--- src/rtl/mem_bus_arbiter_pkg.sv ---
// Shared types and constants for the IF/MEM memory bus arbiter.
package mem_bus_arbiter_pkg;

   localparam int unsigned ADDR_W          = 32;
   localparam int unsigned DATA_W          = 32;
   localparam int unsigned SEL_W           = 4;
   localparam int unsigned STALL_W         = 6;
   localparam int unsigned STALL_IF        = 1;
   localparam int unsigned STALL_MEM       = 4;
   localparam int unsigned ACK_TIMEOUT_DEF = 255;
   localparam int unsigned CNT_W_DEF       = 10;

   typedef enum logic [1:0] {
      ST_IDLE = 2'd0,
      ST_DATA = 2'd1,
      ST_INST = 2'd2
   } state_e;

   typedef struct packed {
      logic              we;
      logic [SEL_W-1:0]  sel;
      logic [ADDR_W-1:0] addr;
      logic [DATA_W-1:0] wdata;
   } bus_cmd_t;

   // Instruction fetches are always full-word reads.
   function automatic bus_cmd_t fetch_cmd(input logic [ADDR_W-1:0] addr);
      bus_cmd_t cmd;
      cmd.we    = 1'b0;
      cmd.sel   = {SEL_W{1'b1}};
      cmd.addr  = addr;
      cmd.wdata = '0;
      return cmd;
   endfunction

endpackage

--- src/rtl/bus_timeout_counter.sv ---
// Counts bus cycles without acknowledge and flags the cycle the limit is hit.
module bus_timeout_counter
   import mem_bus_arbiter_pkg::*;
#(
   parameter int unsigned ACK_TIMEOUT = ACK_TIMEOUT_DEF,
   parameter int unsigned CNT_W       = CNT_W_DEF
) (
   input  logic clk,
   input  logic rst,
   input  logic run,
   input  logic clear,
   input  logic ack,
   output logic expired_c
);

   logic [CNT_W-1:0] cnt_q;

   // Fires during the last permitted wait cycle so the owner is released at that edge.
   assign expired_c = run & ~ack & (cnt_q == CNT_W'(ACK_TIMEOUT - 1));

   always_ff @(posedge clk) begin
      if (rst || clear || ack || expired_c) begin
         cnt_q <= '0;
      end else if (run) begin
         cnt_q <= cnt_q + CNT_W'(1);
      end
   end

endmodule

--- src/rtl/mem_bus_arbiter.sv ---
// Shares one memory bus between instruction fetch and data access,
// buffering results until the owning stage advances.
module mem_bus_arbiter
   import mem_bus_arbiter_pkg::*;
#(
   parameter int unsigned ACK_TIMEOUT = ACK_TIMEOUT_DEF,
   parameter int unsigned CNT_W       = CNT_W_DEF
) (
   input  logic               clk,
   input  logic               rst,
   input  logic [STALL_W-1:0] stall_i,
   input  logic               flush_i,
   input  logic               if_ce_i,
   input  logic [ADDR_W-1:0]  if_addr_i,
   output logic [DATA_W-1:0]  if_data_o,
   output logic               stallreq_if_o,
   input  logic               mem_ce_i,
   input  logic               mem_we_i,
   input  logic [SEL_W-1:0]   mem_sel_i,
   input  logic [ADDR_W-1:0]  mem_addr_i,
   input  logic [DATA_W-1:0]  mem_data_i,
   output logic [DATA_W-1:0]  mem_data_o,
   output logic               stallreq_mem_o,
   output logic               bus_req_o,
   output logic               bus_we_o,
   output logic [SEL_W-1:0]   bus_sel_o,
   output logic [ADDR_W-1:0]  bus_addr_o,
   output logic [DATA_W-1:0]  bus_wdata_o,
   input  logic [DATA_W-1:0]  bus_rdata_i,
   input  logic               bus_ack_i,
   output logic               bus_err_o
);

   state_e            state_q, state_d;
   bus_cmd_t          cmd_q, cmd_d;
   logic              req_q, req_d;
   logic              err_q, err_d;
   logic [DATA_W-1:0] if_data_q, if_data_d;
   logic [DATA_W-1:0] mem_data_q, mem_data_d;
   logic              if_done_q, if_done_d;
   logic              mem_done_q, mem_done_d;
   logic              if_drop_q, if_drop_d;
   logic              mem_drop_q, mem_drop_d;
   logic              busy;
   logic              expired_c;
   logic              complete;
   logic [DATA_W-1:0] rdata_c;
   logic              unused_stall;

   assign unused_stall = ^{stall_i[5], stall_i[3:2], stall_i[0]};

   assign busy     = (state_q != ST_IDLE);
   assign complete = busy & (bus_ack_i | expired_c);
   assign rdata_c  = bus_ack_i ? bus_rdata_i : '0;

   bus_timeout_counter #(
      .ACK_TIMEOUT (ACK_TIMEOUT),
      .CNT_W       (CNT_W)
   ) u_timeout (
      .clk       (clk),
      .rst       (rst),
      .run       (busy),
      .clear     (~busy),
      .ack       (bus_ack_i),
      .expired_c (expired_c)
   );

   always_ff @(posedge clk) begin
      if (rst) begin
         state_q    <= ST_IDLE;
         cmd_q      <= '0;
         req_q      <= 1'b0;
         err_q      <= 1'b0;
         if_data_q  <= '0;
         mem_data_q <= '0;
         if_done_q  <= 1'b0;
         mem_done_q <= 1'b0;
         if_drop_q  <= 1'b0;
         mem_drop_q <= 1'b0;
      end else begin
         state_q    <= state_d;
         cmd_q      <= cmd_d;
         req_q      <= req_d;
         err_q      <= err_d;
         if_data_q  <= if_data_d;
         mem_data_q <= mem_data_d;
         if_done_q  <= if_done_d;
         mem_done_q <= mem_done_d;
         if_drop_q  <= if_drop_d;
         mem_drop_q <= mem_drop_d;
      end
   end

   // Next-state logic; a completing capture overrides the done-flag clear.
   always_comb begin
      state_d    = state_q;
      cmd_d      = cmd_q;
      req_d      = req_q;
      err_d      = 1'b0;
      if_data_d  = if_data_q;
      mem_data_d = mem_data_q;
      if_done_d  = if_done_q;
      mem_done_d = mem_done_q;
      if_drop_d  = if_drop_q;
      mem_drop_d = mem_drop_q;

      if (!stall_i[STALL_MEM] || flush_i) mem_done_d = 1'b0;
      if (!stall_i[STALL_IF]  || flush_i) if_done_d  = 1'b0;

      case (state_q)
         ST_IDLE: begin
            if (mem_ce_i && !mem_done_q) begin
               state_d = ST_DATA;
               req_d   = 1'b1;
               cmd_d   = '{we: mem_we_i, sel: mem_sel_i, addr: mem_addr_i, wdata: mem_data_i};
            end else if (if_ce_i && !if_done_q) begin
               state_d = ST_INST;
               req_d   = 1'b1;
               cmd_d   = fetch_cmd(if_addr_i);
            end
         end
         ST_DATA: begin
            if (complete) begin
               state_d = ST_IDLE;
               req_d   = 1'b0;
               cmd_d   = '0;
               err_d   = expired_c;
               if (mem_drop_q || flush_i) begin
                  mem_drop_d = 1'b0;
               end else begin
                  mem_data_d = rdata_c;
                  mem_done_d = 1'b1;
               end
            end else if (flush_i) begin
               mem_drop_d = 1'b1;
            end
         end
         ST_INST: begin
            if (complete) begin
               state_d = ST_IDLE;
               req_d   = 1'b0;
               cmd_d   = '0;
               err_d   = expired_c;
               if (if_drop_q || flush_i) begin
                  if_drop_d = 1'b0;
               end else begin
                  if_data_d = rdata_c;
                  if_done_d = 1'b1;
               end
            end else if (flush_i) begin
               if_drop_d = 1'b1;
            end
         end
         default: begin
            state_d = ST_IDLE;
            req_d   = 1'b0;
            cmd_d   = '0;
         end
      endcase
   end

   assign stallreq_mem_o = mem_ce_i & ~mem_done_q;
   assign stallreq_if_o  = if_ce_i & ~if_done_q & ~flush_i;

   assign bus_req_o   = req_q;
   assign bus_we_o    = cmd_q.we;
   assign bus_sel_o   = cmd_q.sel;
   assign bus_addr_o  = cmd_q.addr;
   assign bus_wdata_o = cmd_q.wdata;
   assign bus_err_o   = err_q;
   assign if_data_o   = if_data_q;
   assign mem_data_o  = mem_data_q;

endmodule

--- config.mk ---
export PLATFORM = sky130hd
export DESIGN_NAME = mem_bus_arbiter
export DESIGN_NICKNAME = d
export VERILOG_FILES = /design/src/rtl/mem_bus_arbiter_pkg.sv /design/src/rtl/bus_timeout_counter.sv /design/src/rtl/mem_bus_arbiter.sv
export SDC_FILE = /design/constraint.sdc
export NUM_CORES = 1
export LEC_CHECK = 0
export BUFFER_PORTS_ARGS = -buffer_cell sky130_fd_sc_hd__clkbuf_2
export CELL_PAD_IN_SITES_DETAIL_PLACEMENT = 1
export CELL_PAD_IN_SITES_GLOBAL_PLACEMENT = 1
export CORE_MARGIN = 2
export CORE_UTILIZATION = 37
export DETAILED_ROUTE_END_ITERATION = 10
export PLACE_DENSITY_LB_ADDON = 0.1
export SLEW_MARGIN = 20
export SYNTH_ARGS = -nofsm -noshare
export SYNTH_HDL_FRONTEND = slang
export SYNTH_SLANG_ARGS = --single-unit
--- constraint.sdc ---
create_clock -name clk -period 3.8 [get_ports clk]
set_input_delay 0.19 -clock clk [delete_from_list [all_inputs] [get_ports clk]]
set_output_delay 0.19 -clock clk [all_outputs]
set_load 0.05 [all_outputs]
=== Word-level counts from Yosys, hierarchy flattened ===
Index checks and enable logic that the tools add are counted.

* Bits in registers: 151
* Input port bits: 145
* Output and inout bits: 137
* Word-level logic and storage cells: 87

* Add/subtract/negate cells: 1
* Equal/unequal tests: 7
* Multiplexer cells: 26
* Bitwise operators: 16
* Reductions and logical operators: 23

{| class="wikitable"
|+ Operator list
! kind !! number
|-
| 2-to-1 mux 69 bit || 3
|-
| case mux 69 bit (2 select lines) || 1
|-
| 2-to-1 mux 32 bit || 1
|-
| 2-to-1 mux 1 bit || 16
|-
| AND reduction 3 bit || 4
|-
| adder 10 x 1 -> 10 bit (second input constant) || 1
|-
| equality test 10 x 8 -> 1 bit (second input constant) || 1
|-
| NOT 1 bit || 9
|-
| logical OR 1 bit || 7
|-
| AND 1 bit || 6
|-
| 2-to-1 mux 2 bit || 3
|-
| != test 2 x 1 -> 1 bit (second input constant) || 3
|-
| zero test 1 bit || 4
|-
| case mux 2 bit (2 select lines) || 1
|-
| nonzero test 2 bit || 2
|-
| != test 3 bit (second input constant) || 1
|-
| OR reduction 3 bit || 1
|-
| equality test 2 x 1 -> 1 bit (second input constant) || 1
|-
| equality test 2 bit (second input constant) || 1
|-
| logical AND 1 bit || 2
|-
| zero test 2 bit || 1
|-
| case mux 1 bit (2 select lines) || 1
|-
| AND reduction 2 bit || 1
|-
| OR reduction 2 bit || 1
|-
| bitwise OR 1 bit || 1
|}

=== Depth between registers and ports, before layout ===
* Depth in word-level cells: 7
* Mapped depth: 7
* Depth with buffers taken out: 6

=== By module ===
Synthesis repeated with hierarchy kept, for this count alone.

* Cells, all modules: 691
* Area, all modules: 6005.8 um^2

{| class="wikitable"
|+ Modules (own cells, without submodules)
! module !! times used !! cells each !! area each (um^2) !! seq. area each (um^2)
|-
| mem_bus_arbiter || 1 || 636 || 5521.5 || 2822.7
|-
| bus_timeout_counter || 1 || 55 || 484.2 || 200.2
|}

=== Worst setup path before layout ===
No wires, ideal clock.

* Path type: register to register
* Start: reg mem_done_q
* End: reg cmd_q, in the netlist bus_addr_o[22]
* Setup time: 0.132 ns
* Arrival time: 1.941 ns
* Required time: 3.668 ns
* Setup slack: 1.726 ns
* Stages on the path, launching flop included: 8
* Path buffers: 2
* Period minus slack after synthesis: 2.074 ns
* Path through: dfxtp_1 nand2b_1 clkbuf_1 clkinv_1 clkbuf_1 mux2_2 nand4_1 a21oi_1

* Longest elaborated chain between the ends: 4
* Elaborated cells between the ends (all ways): 6
* Classes of those cells: eq/ne (1); mux (2); reduce/logical (3)

{| class="wikitable"
|+ RTL lines
! item !! line !! text
|-
| start, declared || mem_bus_arbiter.sv:41 || <nowiki>logic mem_done_q, mem_done_d;</nowiki>
|-
| start signal, assigned || mem_bus_arbiter.sv:88 || <nowiki>mem_done_q <= mem_done_d;</nowiki>
|-
| zero test 1 bit * || mem_bus_arbiter.sv:112 || <nowiki>if (mem_ce_i && !mem_done_q) begin</nowiki>
|-
| logical AND 1 bit * || mem_bus_arbiter.sv:112 ||
|-
| 2-to-1 mux 69 bit or != test 3 bit (tied branches) || n/a ||
|-
| case mux 69 bit (2 select lines) or AND reduction 2 bit (tied branches) || n/a ||
|-
| end signal, assigned || mem_bus_arbiter.sv:82 || <nowiki>cmd_q <= cmd_d;</nowiki>
|-
| end, declared || mem_bus_arbiter.sv:35 || <nowiki>bus_cmd_t cmd_q, cmd_d;</nowiki>
|}

Mark *: on every way between the ends. The rest lies on a longest branch, timed or not.
A chain may end at the register's enable or synchronous reset.

=== Worst setup path after layout ===
* Start: reg state_q[1]
* End: reg if_data_q[22] (netlist: if_data_o[22])

* Longest elaborated chain between the ends: 6
* Elaborated cells between the ends (all ways): 7
* Classes of those cells: eq/ne (1); bitwise (4); reduce/logical (2)

{| class="wikitable"
|+ RTL lines
! item !! line !! text
|-
| start, declared || mem_bus_arbiter.sv:34 || <nowiki>state_e state_q, state_d;</nowiki>
|-
| start signal, assigned || mem_bus_arbiter.sv:81 || <nowiki>state_q <= state_d;</nowiki>
|-
| nonzero test 2 bit || mem_bus_arbiter.sv:52 || <nowiki>assign busy = (state_q != ST_IDLE);</nowiki>
|-
| AND 1 bit (2 in series) || bus_timeout_counter.sv:19 || <nowiki>assign expired_c = run & ~ack & (cnt_q == CNT_W'(ACK_TIMEOUT - 1));</nowiki>
|-
| bitwise OR 1 bit || mem_bus_arbiter.sv:53 || <nowiki>assign complete = busy & (bus_ack_i | expired_c);</nowiki>
|-
| AND 1 bit || mem_bus_arbiter.sv:53 ||
|-
| AND reduction 3 bit (no line) * || n/a ||
|-
| end signal, assigned || mem_bus_arbiter.sv:85 || <nowiki>if_data_q <= if_data_d;</nowiki>
|-
| end, declared || mem_bus_arbiter.sv:38 || <nowiki>logic [DATA_W-1:0] if_data_q, if_data_d;</nowiki>
|}

Marked as above.

==> reports/results.tsv <==
stage	metric	value	unit
timing	slew_violations	0	
routing	drtIter0Drc	215	
cts	cts.htree.levels	4	
synthesis	async_flop_share	0	%
placed_design	hpwlAfterDp	13600	microns
layout	final_common_cell	clkbuf_2	
worst_setup_path	r2r_start	state_q[1]	
worst_setup_path	cp_top_family	buffers and inverters	
routing	drc	0	
routing	drt_wl_total	20100	microns
timing	fmax	369	MHz
global_routing	grt_pass1_vias	6163	
worst_setup_path	crit_arrival	3.07	ns
cts	post_cts_resized	0	
placed_design	place_congestion	0.760	
worst_setup_path	r2r_end	if_data_o[22]	
timing	rsz0062_at_grt	false	
synthesis	synth_cell_types	40	
die	dieWidth	135	microns
min_path	hold_start	stall_i[4]	
layout	drive_gt1_share	39.5	%
timing	setup_viol_count_final	0	
job	maxCapViolCount	0	
pwr	leakagePower	0.00421	uW
synthesis	synth_compound_area_share	12.8	%
layout	utilization	52.8	%
die	die_h	135	microns
worst_setup_path	max_stage_delay	0.55	ns
cts	cts.sinks	151	
routing	firstDrtPassIters	4	
min_path	hold_path_depth	3	
worst_setup_path	setup.worst_path.class	reg2reg	
global_routing	grt.overflow.total	0	
cts	clock_tree.buffer_depth	2	
min_path	hold_class	in2reg	
worst_setup_path	cp_max_fo	20	
timing	slew_headroom	51.3	%
routing	viasPerCell	5.13	
timing	tightest_slew	0.729	ns
global_routing	grt_max_degree	65	
global_routing	grt_pass1_wl	31500	microns
routing	final_antenna_net_count	0	
synthesis	yosysTopAreaCell	dfxtp_1	
layout	syn_to_final_growth	39.1	%
die	initial_core_util	38.0	%
synthesis	synth_top_area_share	47.9	%
synthesis	synthXorXnorAreaFrac	1.11	%
timing	layout_min_cycle_time	2.71	ns
cts	cts_root_buffer	clkbuf_16	
layout	fill_cells	1938	
cts	cts_made_buffers	17	
cts	ctsHoldBuffers	34	
die	row_count	47	
pwr	irDropWorstVdd	0.400	mV
timing	hold_violations	0	
synthesis	synth-edff-count	0	
synthesis	yosysWarnings	0	
worst_setup_path	reg2reg_slack	1.09	ns
worst_setup_path	crit_buf_inv	2	
synthesis	syn_area	6320	sq um
die	pin_count	282	
min_path	whs_endpoint	mem_done_q	
placed_design	placed_area	7870	sq um
placed_design	io_buffers	277	
global_routing	grt_use_total	22.0	%
worst_setup_path	start_kind	flop	
synthesis	synth-seq-area-share	47.9	%
timing	tns	0	ns
synthesis	synth_adder_area_share	0.990	%
synthesis	synth_top_family_by_area	simple AND/OR/NAND/NOR gates	
global_routing	antenna_found_initial	2	
die	dieArea	18100	sq um
synthesis	ys_ff_latch	151	
cts	cts_tree	done	
routing	wl_per_cell	17.6	microns
routing	dr_total_vias	5834	
timing	skew	0.0164	ns
worst_setup_path	path_cells	inv_1 > ha_1 > nand3b_1 > nor3_2 > o21ai_4 > buf_4 > mux2i_1	
pwr	p_per_area	679	nW/um^2
die	core	16600	sq um
synthesis	synth.avg_cell_area	10.2	sq um
synthesis	ys.flop_type	dfxtp_1	
timing	post-route-period-util	71.3	%
synthesis	synth-simple-area-share	17.7	%
worst_setup_path	required	4.16	ns
cts	insertion_delay	0.43	ns
synthesis	syn_inst	617	
run_status	status	complete, no violations	
worst_setup_path	endpoint_kind	flop	
synthesis	synthTopCellsByArea	dfxtp_1 48%, mux2i_1 10%, nand2b_1 6.6%, mux2_2 5.7%, a22o_1 4.6%	
synthesis	synthMuxAreaShare	15.8	%
worst_setup_path	reg2regPathDepth	7	
cts	cts_setup_buffers	0	
layout	stdcell_area	8790	sq um
cts	clk_pin_slew	0.06	ns
worst_setup_path	worst_path_max_delay_cell	o21ai_4	
synthesis	syn_nets	767	
layout	nets	1053	
layout	layout_common_cells	276 x clkbuf_2, 151 x dfxtp_1, 67 x nand2b_1	
stage by stage:
stage / total power, uW / std cells / setup slack [ns] / hold WS (ns)
3_5_place_dp: 4330 / 1070 / 1.04 / 0.412
5_1_grt: 6260 / 1138 / 0.917 / 0.0250
2_1_floorplan: 3720 / 617 / 1.73 / 0.323
3_3_place_gp: 4260 / 1070 / 1.15 / 0.407
6_report: 5970 / 1138 / 1.09 / 0.0182
4_1_cts: 6010 / 1136 / 0.937 / 0.00567
area by class of cell:
cell class | count | area, sq um | area share, %
clock buffer | 17 | 425 | 4.84
timing repair buffer | 322 | 1810 | 20.6
multi-input combinational | 407 | 3090 | 35.2
inverter | 4 | 15.0 | 0.171
tap | 220 | 275 | 3.13
clock inverter | 15 | 144 | 1.64
antenna | 2 | 5.00 | 0.0569
sequential | 151 | 3020 | 34.4
per-layer routing:
metal	track usage, %	vias to the layer above	share of wire [%]
met2	39.2	181	51
li1	-	2810	-
met4	9.12	0	2.6
met5	0	-	0
met3	5.71	37	5.6
met1	25.0	2806	40
where the power goes:
| part | switching, uW | leakage (uW) | total [uW] | internal [uW] |
|---|---|---|---|---|
| clock network | 712 | 0.000273 | 1630 | 914 |
| logic | 1720 | 0.00271 | 2330 | 610 |
| registers | 151 | 0.00123 | 2010 | 1860 |
| total | 2580 | 0.00421 | 5970 | 3380 |
synth_stat cells (2+ instances only):
| cell | count |
|---|---|
| a211oi_1 | 2 |
| a21oi_1 | 37 |
| a22o_1 | 33 |
| and3_1 | 2 |
| buf_2 | 12 |
| clkbuf_1 | 42 |
| dfxtp_1 | 151 |
| ha_1 | 5 |
| inv_1 | 3 |
| mux2_2 | 32 |
| mux2i_1 | 64 |
| nand2_1 | 3 |
| nand2b_1 | 67 |
| nand3_1 | 4 |
| nand3b_1 | 35 |
| nand4_1 | 34 |
| nor2_1 | 13 |
| nor2b_1 | 5 |
| nor4b_1 | 2 |
| o21ai_0 | 37 |
| o21ai_1 | 6 |
| o31ai_1 | 4 |
| xnor2_1 | 4 |
| xor2_1 | 4 |
worst max path at each step:
| stage | start | to | cells after the start | slack, ns |
|---|---|---|---|---|
| after floorplan | mem_done_q | bus_addr_o[22] | 7 | 1.73 |
| after global placement | state_q[1] | if_data_o[8] | 7 | 1.15 |
| after detailed placement | state_q[1] | bus_addr_o[14] | 6 | 1.04 |
| after CTS | mem_done_q | stallreq_mem_o | 3 | 0.94 |
| after global routing | state_q[0] | bus_addr_o[26] | 7 | 0.92 |
| final | state_q[1] | if_data_o[22] | 7 | 1.09 |
cell families after synthesis:
kind of cell,after synthesis
buf+inv,59
simple gates,173
mux,96
compound gates,125
xor+xnor,8
flops,151
fa+ha+maj,5
worst reg2reg max path: cells and delay by family, from the launching register on:
family / cells / cell delay [ns]
AO/OA/AOI/OAI: 1 / 0.55
adder cells (fa/ha/maj): 1 / 0.52
buffers and inverters: 2 / 0.57
flip-flops: 1 / 0.32
multiplexers: 1 / 0.24
AND/OR/NAND/NOR: 2 / 0.43
sequential cells by signal, indices dropped and copies added (netlist names):
register         cells
bus_addr_o          32
bus_wdata_o         32
if_data_o           32
mem_data_o          32
u_timeout.cnt_q     10
bus_sel_o            4
state_q              2
bus_err_o            1
bus_req_o            1
bus_we_o             1
if_done_q            1
if_drop_q            1
mem_done_q           1
mem_drop_q           1
Power figures use the tool's default switching activity.
